File: src/rtl/regfile_write_arbiter.sv
// Two-requester write arbiter in front of a register file.
// Arbitration is round-robin. The write port is registered, and writes to
// register 0 are dropped and counted.
module regfile_write_arbiter #(
  parameter int ADDR_W = 5,
  parameter int DATA_W = 32
) (
  input  logic              clk,
  input  logic              reset,
  input  logic              a_valid,
  output logic              a_ready,
  input  logic [ADDR_W-1:0] a_addr,
  input  logic [DATA_W-1:0] a_data,
  input  logic              b_valid,
  output logic              b_ready,
  input  logic [ADDR_W-1:0] b_addr,
  input  logic [DATA_W-1:0] b_data,
  input  logic              stall,
  output logic              wr_enable,
  output logic [ADDR_W-1:0] wr_addr,
  output logic [DATA_W-1:0] wr_data,
  output logic              wr_src,
  output logic [7:0]        drop_count
);

  logic              prio_q, prio_d;
  logic              wr_enable_q, wr_enable_d;
  logic [ADDR_W-1:0] wr_addr_q, wr_addr_d;
  logic [DATA_W-1:0] wr_data_q, wr_data_d;
  logic              wr_src_q, wr_src_d;
  logic [7:0]        drop_q, drop_d;

  logic              a_grant, b_grant, accept;
  logic [ADDR_W-1:0] win_addr;
  logic [DATA_W-1:0] win_data;

  // Grant decision: a lone requester always wins; on contention the pointer decides.
  always_comb begin
    a_grant = 1'b0;
    b_grant = 1'b0;
    if (!reset && !stall) begin
      if (a_valid && b_valid) begin
        a_grant = ~prio_q;
        b_grant = prio_q;
      end else begin
        a_grant = a_valid;
        b_grant = b_valid;
      end
    end
  end

  assign a_ready  = a_grant;
  assign b_ready  = b_grant;
  assign accept   = a_grant | b_grant;
  assign win_addr = b_grant ? b_addr : a_addr;
  assign win_data = b_grant ? b_data : a_data;

  // Next-state: load the winner, hand priority to the loser, and count dropped register-0 writes.
  always_comb begin
    prio_d      = prio_q;
    wr_enable_d = 1'b0;
    wr_addr_d   = wr_addr_q;
    wr_data_d   = wr_data_q;
    wr_src_d    = wr_src_q;
    drop_d      = drop_q;
    if (accept) begin
      prio_d      = ~b_grant;
      wr_addr_d   = win_addr;
      wr_data_d   = win_data;
      wr_src_d    = b_grant;
      wr_enable_d = (win_addr != '0);
      if ((win_addr == '0) && (drop_q != 8'hFF)) begin
        drop_d = drop_q + 8'd1;
      end
    end
  end

  // State register with synchronous reset.
  always_ff @(posedge clk) begin
    if (reset) begin
      prio_q      <= 1'b0;
      wr_enable_q <= 1'b0;
      wr_addr_q   <= '0;
      wr_data_q   <= '0;
      wr_src_q    <= 1'b0;
      drop_q      <= 8'd0;
    end else begin
      prio_q      <= prio_d;
      wr_enable_q <= wr_enable_d;
      wr_addr_q   <= wr_addr_d;
      wr_data_q   <= wr_data_d;
      wr_src_q    <= wr_src_d;
      drop_q      <= drop_d;
    end
  end

  // A pending write is cancelled as soon as reset is raised, even before the reset edge.
  assign wr_enable  = wr_enable_q & ~reset;
  assign wr_addr    = wr_addr_q;
  assign wr_data    = wr_data_q;
  assign wr_src     = wr_src_q;
  assign drop_count = drop_q;

endmodule
File: config.mk
export PLATFORM = sky130hd
export DESIGN_NAME = regfile_write_arbiter
export DESIGN_NICKNAME = d
export VERILOG_FILES = /design/src/rtl/regfile_write_arbiter.sv
export SDC_FILE = /design/constraint.sdc
export NUM_CORES = 1
export LEC_CHECK = 0
export ABC_CLOCK_PERIOD_IN_PS = 3400
export CORE_UTILIZATION = 40
export CTS_BUF_LIST = sky130_fd_sc_hd__clkbuf_8
export DETAILED_ROUTE_END_ITERATION = 8
export PLACE_DENSITY = 0.87
export SETUP_SLACK_MARGIN = 0.5
export SYNTH_ARGS = -nofsm -noshare
export SYNTH_HDL_FRONTEND = slang
export SYNTH_SLANG_ARGS = --single-unit
export TNS_END_PERCENT = 30
File: constraint.sdc
create_clock -name clk -period 3.4 [get_ports clk]
set_input_delay 0.51 -clock clk [delete_from_list [all_inputs] [get_ports clk]]
set_output_delay 0.51 -clock clk [all_outputs]
set_load 0.03 [all_outputs]
==> results of run 1 <==
-- report_power, final --
part	internal, mW	switching (mW)	leakage [nW]	total (mW)
Clock	0.241	0.190	0.0614	0.431
Combinational	0.153	0.131	0.769	0.284
Sequential	0.587	0.0132	0.391	0.600
Total	0.980	0.335	1.22	1.31
-- metal layers --
layer / share of wire [%] / vias to the layer above / global-route usage, % / wire [microns]
met2: 48 / 126 / 41.46 / 3181
met4: 1.4 / 0 / 7.843 / 96
li1: - / 1069 / - / -
met5: 0 / - / 0 / 0
met1: 40 / 1069 / 29.38 / 2676
met3: 10 / 10 / 8.011 / 684
-- area by class of cell --
cell class	instances	share of cell area [%]
flip-flops and latches	48	27.72
inverters	2	0.2165
repair buffers	133	37.82
multi-input cells	143	28.33
clock buffers	6	2.382
clock inverters	2	1.119
well taps	67	2.418
-- layout by cell type (no fill, tap or decap), drive strengths merged, types with 2 or more instances in the layout --
cell,count
inv,2
o31ai,2
nand2,8
buf,7
nor2,45
nor2b,3
a211oi,12
mux2i,12
clkbuf,6
a21oi,6
dfxtp,48
a222oi,25
o41ai,3
or4,4
and3,4
nor4,3
clkdlybuf4s50,126
nand3,2
o311ai,3
-- sequential cells by signal (all words and copies together), names as in the netlist --
name and flops:
wr_data 32, drop_count 8, prio_q 1, wr_addr 5
wr_src 1, wr_enable_q 1
-- how the worst max path moves through the flow --
stage	to	depth (start not counted)	slack [ns]	from
2_1_floorplan	drop_count[5]	6	1.17	a_addr[0]
4_1_cts	b_ready	4	0.74	stall
3_3_place_gp	drop_count[5]	6	0.68	a_addr[0]
3_5_place_dp	drop_count[5]	6	0.64	a_addr[0]
5_1_grt	b_ready	4	0.66	stall
6_report	b_ready	4	0.74	stall
-- worst max-delay path, stage by stage --
cell and delay [ns]:
clkdlybuf4s50_1 0.41, nor2_2 0.24, and3_2 0.26, clkdlybuf4s50_1 0.73
-- kinds of logic (layout without fill, tap and decap cells) --
family,Yosys count,in the layout,synth area share (%)
adders and majority gates,1,1,0.6164
AOI/OAI and AO/OA,57,57,24.29
buffers and inverters,22,143,4.500
DFF,48,48,47.35
and+or+nand+nor,72,72,16.77
muxes,13,13,6.474
-- stage by stage --
step	setup slack [ns]	hold WS, ns	power [mW]	cells
finish	0.7379	0.4944	1.315	401
global route	0.6590	0.5273	1.370	401
floorplan	1.172	0.4710	0.7336	213
CTS	0.7361	0.4966	1.332	401
detailed placement	0.6443	0.4757	0.8953	393
global placement	0.6781	0.4681	0.8887	393
==> results.sh, run 1 <==
export IMPL_status="finished clean"
export IMPL_final_core_util_pct=71.97
export IMPL_drc_errors=0
export IMPL_drive_gt1_share_pct=6.886
export IMPL_root_buffer="clkbuf_8"
export IMPL_initial_core_util_pct=42.13
export IMPL_postLayoutCellArea_sq_mm=0.003467
export IMPL_grt_pass1_wl_microns=10110
export IMPL_drt_total_wl_microns=6639
export IMPL_clock_path_buffers=2
export IMPL_antenna_found_initial=0
export IMPL_synth_area_leaders="dfxtp_1 (47%), a222oi_1 (12%), nor2_1 (8.1%), mux2i_1 (5.9%), a211oi_1 (4.4%)"
export IMPL_num_fill_cells=400
export IMPL_grt_max_degree=48
export IMPL_vias=2274
export IMPL_cp_required_ns=2.89
export IMPL_portBuffers=127
export IMPL_r2r_cells=6
export IMPL_cts_resized_gates=0
export IMPL_hold_viol_final=0
export IMPL_r2r_end="drop_count[5]"
export IMPL_maxClockFrequency_mhz=375.6
export IMPL_synth_area_sq_mm=0.002029
export IMPL_peakVddDrop_mv=0.2277
export IMPL_yosysMostFrequentCell="dfxtp_1"
export IMPL_postCtsSetupBuffers=0
export IMPL_drv_slew=0
export IMPL_core_area_sq_mm=0.004817
export IMPL_clkTransAtPathRegs_ns=0.08
export IMPL_reg2reg_from="prio_q"
export IMPL_avgRoutedWirePerCell_microns=16.56
export IMPL_p_leak_nw=1.222
export IMPL_path_class="in2out"
export IMPL_yosys_most_used_dff="dfxtp_1"
export IMPL_antennaDiodeCount=0
export IMPL_endpoint_kind="output pin"
export IMPL_yosys_warnings=0
export IMPL_numCtsBuffers=5
export IMPL_setup_violations=0
export IMPL_finalCriticalPeriod_ns=2.662
export IMPL_tightest_slew_ns=0.8263
export IMPL_critPathMaxFanout=5
export IMPL_async_flop_share_pct=0
export IMPL_grt_usage_pct=24.55
export IMPL_hp_start="wr_src"
export IMPL_ys_seq_elements=48
export IMPL_synth_commonest_cells="dfxtp_1 (48), nor2_1 (44), a222oi_1 (25)"
export IMPL_synth_top_cell_by_area="dfxtp_1"
export IMPL_synth_cells=213
export IMPL_start_kind="input port"
export IMPL_grt_pass1_vias=2159
export IMPL_synthToLayoutAreaGrowth_pct=70.84
export IMPL_ant_nets=0
export IMPL_final_setup_skew_ns=0.005791
export IMPL_multi_input_area_sq_um=982.2
export IMPL_hold_end="wr_src"
export IMPL_placed_area_sq_mm=0.003346
export IMPL_synth_nets=293
export IMPL_worstPathArrival_ns=2.15
export IMPL_fp_row_count=25
export IMPL_gp_congestion=0.7929
export IMPL_die_y_microns=73.23
export IMPL_die_area_sq_mm=0.005363
export IMPL_die_w_microns=73.23
export IMPL_pin_count=128
export IMPL_ff2ff_setup_slack_ns=1.35
export IMPL_vias_per_cell=5.671
export IMPL_ctsHoldBuffers=0
export IMPL_first_pass_iters=8
export IMPL_dp_hpwl_microns=4769
export IMPL_yosysSeqAreaShare_pct=47.35
export IMPL_cap_violations=0
export IMPL_yosysUniqueCellTypes=35
export IMPL_clkLatencyLatePin_ns=0.30
export IMPL_regArea_sq_um=960.9
export IMPL_hold_path_class="reg2reg"
export IMPL_finalCritPeriodShare_pct=78.30
export IMPL_fin_nets=413
export IMPL_whs_path_depth=2
export IMPL_grt_overflow_total=0
export IMPL_rsz0062_at_grt="false"
export IMPL_cts_tree="done"
export IMPL_synth_edf_count=0
export IMPL_yosysTopAreaCellShare_pct=47.35
export IMPL_max_slew_margin_rel_pct=44.91
export IMPL_drt_initial_drc_count=244
export IMPL_synth_avg_cell_area_sq_um=9.528
export IMPL_cts_htree_levels=2
export IMPL_clkSinkCount=48
export IMPL_p_per_area_mw_per_mm2=379.2
export IMPL_setup_tns_ns=0
No activity file was read; power rests on OpenSTA's default activity.
==> run 2: changes to the inputs <==
ABC_CLOCK_PERIOD_IN_PS = 2400   (was 3400)
CORE_UTILIZATION = 34   (was 40)
PLACE_DENSITY = 0.78   (was 0.87)
clock period = 2.4 ns   (was 3.4 ns; I/O delays follow)
==> run 2 against run 1 <==
Against the previous run: via count fell by 0.92%; global-route usage fell by 2.9 points; utilization fell by 8.6 points; critical path type unchanged; critical endpoint is now a_ready; largest cell class unchanged; highest routed layer unchanged.
==> results.sh, run 2 (synthesis results as in run 1) <==
export IMPL_internal_power_mw=1.282
export IMPL_worstPathArrival_ns=1.59
export IMPL_largest_reg_flops=32
export IMPL_maxClockFrequency_mhz=512.4
export IMPL_dp_hpwl_microns=4679
export IMPL_vias_per_cell=5.468
export IMPL_grt_overflow_total=0
export IMPL_vias=2253
export IMPL_drt_initial_drc_count=202
export IMPL_fp_row_count=27
export IMPL_r2r_end="wr_data[26]"
export IMPL_fin_nets=419
export IMPL_clkSinkCount=48
export IMPL_cts_tree="done"
export IMPL_start_kind="input port"
export IMPL_cts_htree_levels=2
export IMPL_p_switching_mw=0.4688
export IMPL_ff2ff_setup_slack_ns=0.69
export IMPL_slowest_stage="clkdlybuf4s50_1"
export IMPL_pin_count=128
export IMPL_combPwrFrac_pct=23.6
export IMPL_antennaDiodeCount=0
export IMPL_core_area_sq_mm=0.005642
export IMPL_grt_pass1_vias=2191
export IMPL_hold_viol_final=0
export IMPL_num_fill_cells=455
export IMPL_p_sw_share_pct=26.77
export IMPL_pwr_share_clk_pct=27.9
export IMPL_dp_slack_ns=-0.04972
export IMPL_cp_num_buf_inv=3
export IMPL_hold_end="prio_q"
export IMPL_path_class="in2out"
export IMPL_power_mw=1.751
export IMPL_drive_gt1_share_pct=10.00
export IMPL_portBuffers=127
export IMPL_mostFrequentLayoutCells="clkdlybuf4s50_1 (118), dfxtp_1 (48), nor2_1 (43)"
export IMPL_tightest_slew_ns=0.5703
export IMPL_grt_pass1_wl_microns=10520
export IMPL_whs_path_depth=2
export IMPL_synthToLayoutAreaGrowth_pct=76.20
export IMPL_hold_ws_ns=0.3767
export IMPL_critPathTopFamily="buffers and inverters"
export IMPL_root_buffer="clkbuf_8"
export IMPL_r2r_cells=6
export IMPL_die_area_sq_mm=0.006282
export IMPL_finalCritPeriodShare_pct=81.32
export IMPL_clock_path_buffers=2
export IMPL_mostFrequentLayoutCell="clkdlybuf4s50_1"
export IMPL_clkTransAtPathRegs_ns=0.08
export IMPL_setup_tns_ns=0
export IMPL_cp_depth=5
export IMPL_numCtsBuffers=5
export IMPL_die_y_microns=79.26
export IMPL_max_slew_margin_rel_pct=61.90
export IMPL_grt_usage_pct=21.61
export IMPL_die_w_microns=79.26
export IMPL_gp_congestion=0.8298
export IMPL_grt_max_degree=28
export IMPL_cap_violations=0
export IMPL_final_setup_skew_ns=0.003628
export IMPL_slowest_delay_ns=0.44
export IMPL_rsz0062_at_grt="true"
export IMPL_reg2reg_from="prio_q"
export IMPL_ant_nets=0
export IMPL_critPathMaxFanout=27
export IMPL_hold_path_class="in2reg"
export IMPL_endpoint_kind="output pin"
export IMPL_initial_core_util_pct=35.97
export IMPL_avgRoutedWirePerCell_microns=16.20
export IMPL_drt_total_wl_microns=6673
export IMPL_status="finished clean"
export IMPL_p_per_area_mw_per_mm2=489.7
export IMPL_finalCriticalPeriod_ns=1.952
export IMPL_setup_violations=0
export IMPL_path_cells="clkdlybuf4s50_1 > nor2_4 > and3_1 > buf_12 > buf_4"
export IMPL_hp_start="reset"
export IMPL_antenna_found_initial=0
export IMPL_peakVddDrop_mv=0.2542
export IMPL_drv_slew=0
export IMPL_p_leak_nw=1.282
export IMPL_seq_power_share_pct=48.5
export IMPL_drc_errors=0
export IMPL_clkLatencyLatePin_ns=0.30
export IMPL_first_pass_iters=8
export IMPL_fin_ws_ns=0.4483
export IMPL_cp_required_ns=2.04
## run 2: cell count changes in the layout (fill, tap and decap cells not counted), sizes merged, moves of 2 or more
cell	before	now
clkdlybuf4s50	126	118
dlygate4sd2	0	4
inv	2	4
buf	7	14
## run 2: power groups by stage
stage | clock network (mW) | logic (mW) | registers, mW
final | 0.489 | 0.413 | 0.850
after global routing | 0.540 | 0.439 | 0.855
after CTS | 0.502 | 0.415 | 0.849
after detailed placement | 0 | 0.403 | 0.867
after global placement | 0 | 0.398 | 0.866
after floorplan | 0 | 0.106 | 0.933
## run 2: what timing repair did
| action | 4_1_cts | 5_1_grt |
|---|---|---|
| endpoints found under the setup margin | 10 | 29 |
| setup buffers | 2 | 0 |
| gates resized for setup | 18 | 1 |
| pin swaps | 9 | 1 |
| cloned | 1 | 0 |
| hold buffers | 0 | 0 |
## run 2: area by class of cell
type | instances | area (sq um) | share of cell area [%]
clock buffers | 6 | 82.58 | 2.309
clock inverters | 2 | 7.507 | 0.2099
inverters | 2 | 7.507 | 0.2099
multi-input cells | 143 | 1025 | 28.66
flip-flops and latches | 48 | 960.9 | 26.87
well taps | 72 | 90.09 | 2.519
repair buffers | 139 | 1403 | 39.22
## run 2: worst max path at each step
stage | startpoint | endpoint | slack (ns)
CTS | stall | a_ready | 0.48
floorplan | a_addr[0] | drop_count[5] | 0.51
finish | stall | a_ready | 0.45
global route | stall | a_ready | 0.43
detailed placement | a_addr[0] | drop_count[6] | -0.05
global placement | a_addr[0] | drop_count[6] | -0.04
## run 2: per-stage QoR
stage	cells	util [%]	instance area, sq um
after global routing	412	63.38	3576
after global placement	401	59.95	3382
after floorplan	213	-	2029
after detailed placement	401	59.95	3382
after CTS	412	63.34	3573
final	412	63.38	3576
## run 2: per-layer routing
metal  vias to the layer above  part of all wire (%)  track usage, %
met5                         -                     0               0
met4                         0                  0.93           7.091
met3                         5                   9.6           6.322
li1                       1076                     -               -
met1                      1042                    41           25.51
met2                       130                    48           37.24
==> run 3: changes to the inputs <==
ABC_CLOCK_PERIOD_IN_PS = 2029   (was 2400)
CORE_UTILIZATION = 38   (was 34)
PLACE_DENSITY = 0.83   (was 0.78)
clock period = 2.03 ns   (was 2.4 ns; I/O delays follow)
==> run 3 against run 2 <==
Against the previous run: register-to-register slack got worse by 0.27 ns; critical path depth increased by 1; total power up 19%; clock skew up 0.0023 ns; critical endpoint is now drop_count[4]; die area fell by 10%; global-route usage up 3.6 points; largest cell class unchanged; clock-buffer cell count unchanged; clock power increased by 18%; largest power group unchanged; utilization up 11 points; sequential power increased by 18%; via count is 4.7% higher; routed wire length grew 8.8%; highest routed layer unchanged.
==> results.sh, run 3 (synthesis results as in run 1) <==
export IMPL_dp_slack_ns=-0.3160
export IMPL_first_pass_iters=5
export IMPL_largest_reg_flops=32
export IMPL_fp_row_count=26
export IMPL_p_per_area_mw_per_mm2=547.2
export IMPL_finalNonFillerCells=422
export IMPL_initial_core_util_pct=39.48
export IMPL_hold_ws_ns=0.3430
export IMPL_clkLatencyLatePin_ns=0.30
export IMPL_cts_htree_levels=2
export IMPL_drt_total_wl_microns=7262
export IMPL_grt_pass1_vias=2265
export IMPL_num_fill_cells=382
export IMPL_maxClockFrequency_mhz=598.2
export IMPL_finalCritPeriodShare_pct=82.35
export IMPL_vias_per_cell=5.588
export IMPL_antenna_found_initial=0
export IMPL_power_mw=2.089
export IMPL_dp_hpwl_microns=4676
export IMPL_numCtsBuffers=5
export IMPL_drive_gt1_share_pct=18.75
export IMPL_peakVddDrop_mv=0.3190
export IMPL_ctsHoldBuffers=0
export IMPL_antennaDiodeCount=0
export IMPL_max_slew_margin_rel_pct=77.15
export IMPL_mostFrequentLayoutCells="clkdlybuf4s50_1 (83), dfxtp_1 (45), nor2_1 (42)"
export IMPL_endpoint_kind="flop"
export IMPL_setup_tns_ns=0
export IMPL_drv_slew=0
export IMPL_die_y_microns=75.08
export IMPL_status="finished clean"
export IMPL_critPathMaxFanout=5
export IMPL_clkTransAtPathRegs_ns=0.09
export IMPL_setup_violations=0
export IMPL_cts_tree="done"
export IMPL_dp_cells=405
export IMPL_synthToLayoutAreaGrowth_pct=88.16
export IMPL_clock_path_buffers=2
export IMPL_grt_usage_pct=25.25
export IMPL_vias=2358
export IMPL_fin_ws_ns=0.3582
export IMPL_core_area_sq_mm=0.005140
export IMPL_clkSinkCount=48
export IMPL_grt_overflow_total=0
export IMPL_hold_path_class="in2reg"
export IMPL_gp_congestion=0.8485
export IMPL_worstPathArrival_ns=1.91
export IMPL_avgRoutedWirePerCell_microns=17.21
export IMPL_die_w_microns=75.08
export IMPL_mostFrequentLayoutCell="clkdlybuf4s50_1"
export IMPL_pin_count=128
export IMPL_drt_initial_drc_count=134
export IMPL_ant_nets=0
export IMPL_start_kind="input port"
export IMPL_portBuffers=127
export IMPL_root_buffer="clkbuf_8"
export IMPL_grt_pass1_wl_microns=10740
export IMPL_finalCriticalPeriod_ns=1.672
export IMPL_path_class="in2reg"
export IMPL_tightest_slew_ns=0.3422
export IMPL_cap_violations=0
export IMPL_final_setup_skew_ns=0.005957
export IMPL_rsz0062_at_grt="true"
export IMPL_die_area_sq_mm=0.005637
export IMPL_grt_max_degree=29
export IMPL_fin_nets=431
export IMPL_p_leak_nw=1.689
export IMPL_cp_required_ns=2.27
export IMPL_drc_errors=0
export IMPL_hold_viol_final=0
==> run 3: cell types whose count changed in the layout (fill, tap and decap cells not counted), sizes merged <==
cell / before / now
buf: 14 / 28
bufbuf: 1 / 2
clkbuf: 6 / 7
clkdlybuf4s15: 1 / 4
clkdlybuf4s50: 118 / 83
dlygate4sd2: 4 / 18
dlymetal6s2s: 1 / 15
==> run 3: timing repair <==
item	CTS	global route
gates cloned	2	0
setup endpoints to repair	92	77
gates resized for setup	61	29
setup buffers	6	1
pin swaps	12	9
==> run 3: critical path, cell delays in order <==
cell	delay, ns
buf_6	0.09
or4_4	0.54
a311oi_4	0.32
a21oi_4	0.10
or4_1	0.42
a21oi_1	0.13
==> run 3: path summary, 6_finish.rpt <==
kind	start	endpoint	slack [ns]	cells after the start
max	a_addr[0]	drop_count[4]	0.36	6
min	reset	wr_data[8]	0.34	2
max reg2reg	drop_count[2]	drop_count[5]	0.42	4
min reg2reg	drop_count[0]	drop_count[0]	0.50	1
==> run 3: power breakdown <==
part           internal (mW)  switching, mW
registers              0.983         0.0208
logic                  0.274          0.236
clock network          0.268          0.308
==> run 3: per-layer routing <==
metal / share of wire [%] / global-route usage [%] / up-vias
met3: 7.9 / 8.032 / 15
li1: - / - / 1105
met5: 0 / 0 / -
met4: 1.9 / 8.595 / 0
met1: 41 / 30.31 / 1119
met2: 49 / 42.64 / 119
==> run 3: cell type report <==
class / count / area (sq um) / share of cell area, %
Inverter: 2 / 7.507 / 0.1966
Multi-Input combinational cell: 143 / 1135 / 29.72
Timing Repair Buffer: 151 / 1534 / 40.17
Sequential cell: 48 / 964.7 / 25.26
Clock buffer: 6 / 82.58 / 2.163
Tap cell: 70 / 87.58 / 2.294
Clock inverter: 2 / 7.507 / 0.1966
==> run 3: through the flow <==
step           area (sq um)  util, %
5_1_grt                3819    74.29
2_1_floorplan          2029        -
4_1_cts                3717    72.32
6_report               3819    74.29
3_5_place_dp           3437    66.87
3_3_place_gp           3437    66.87
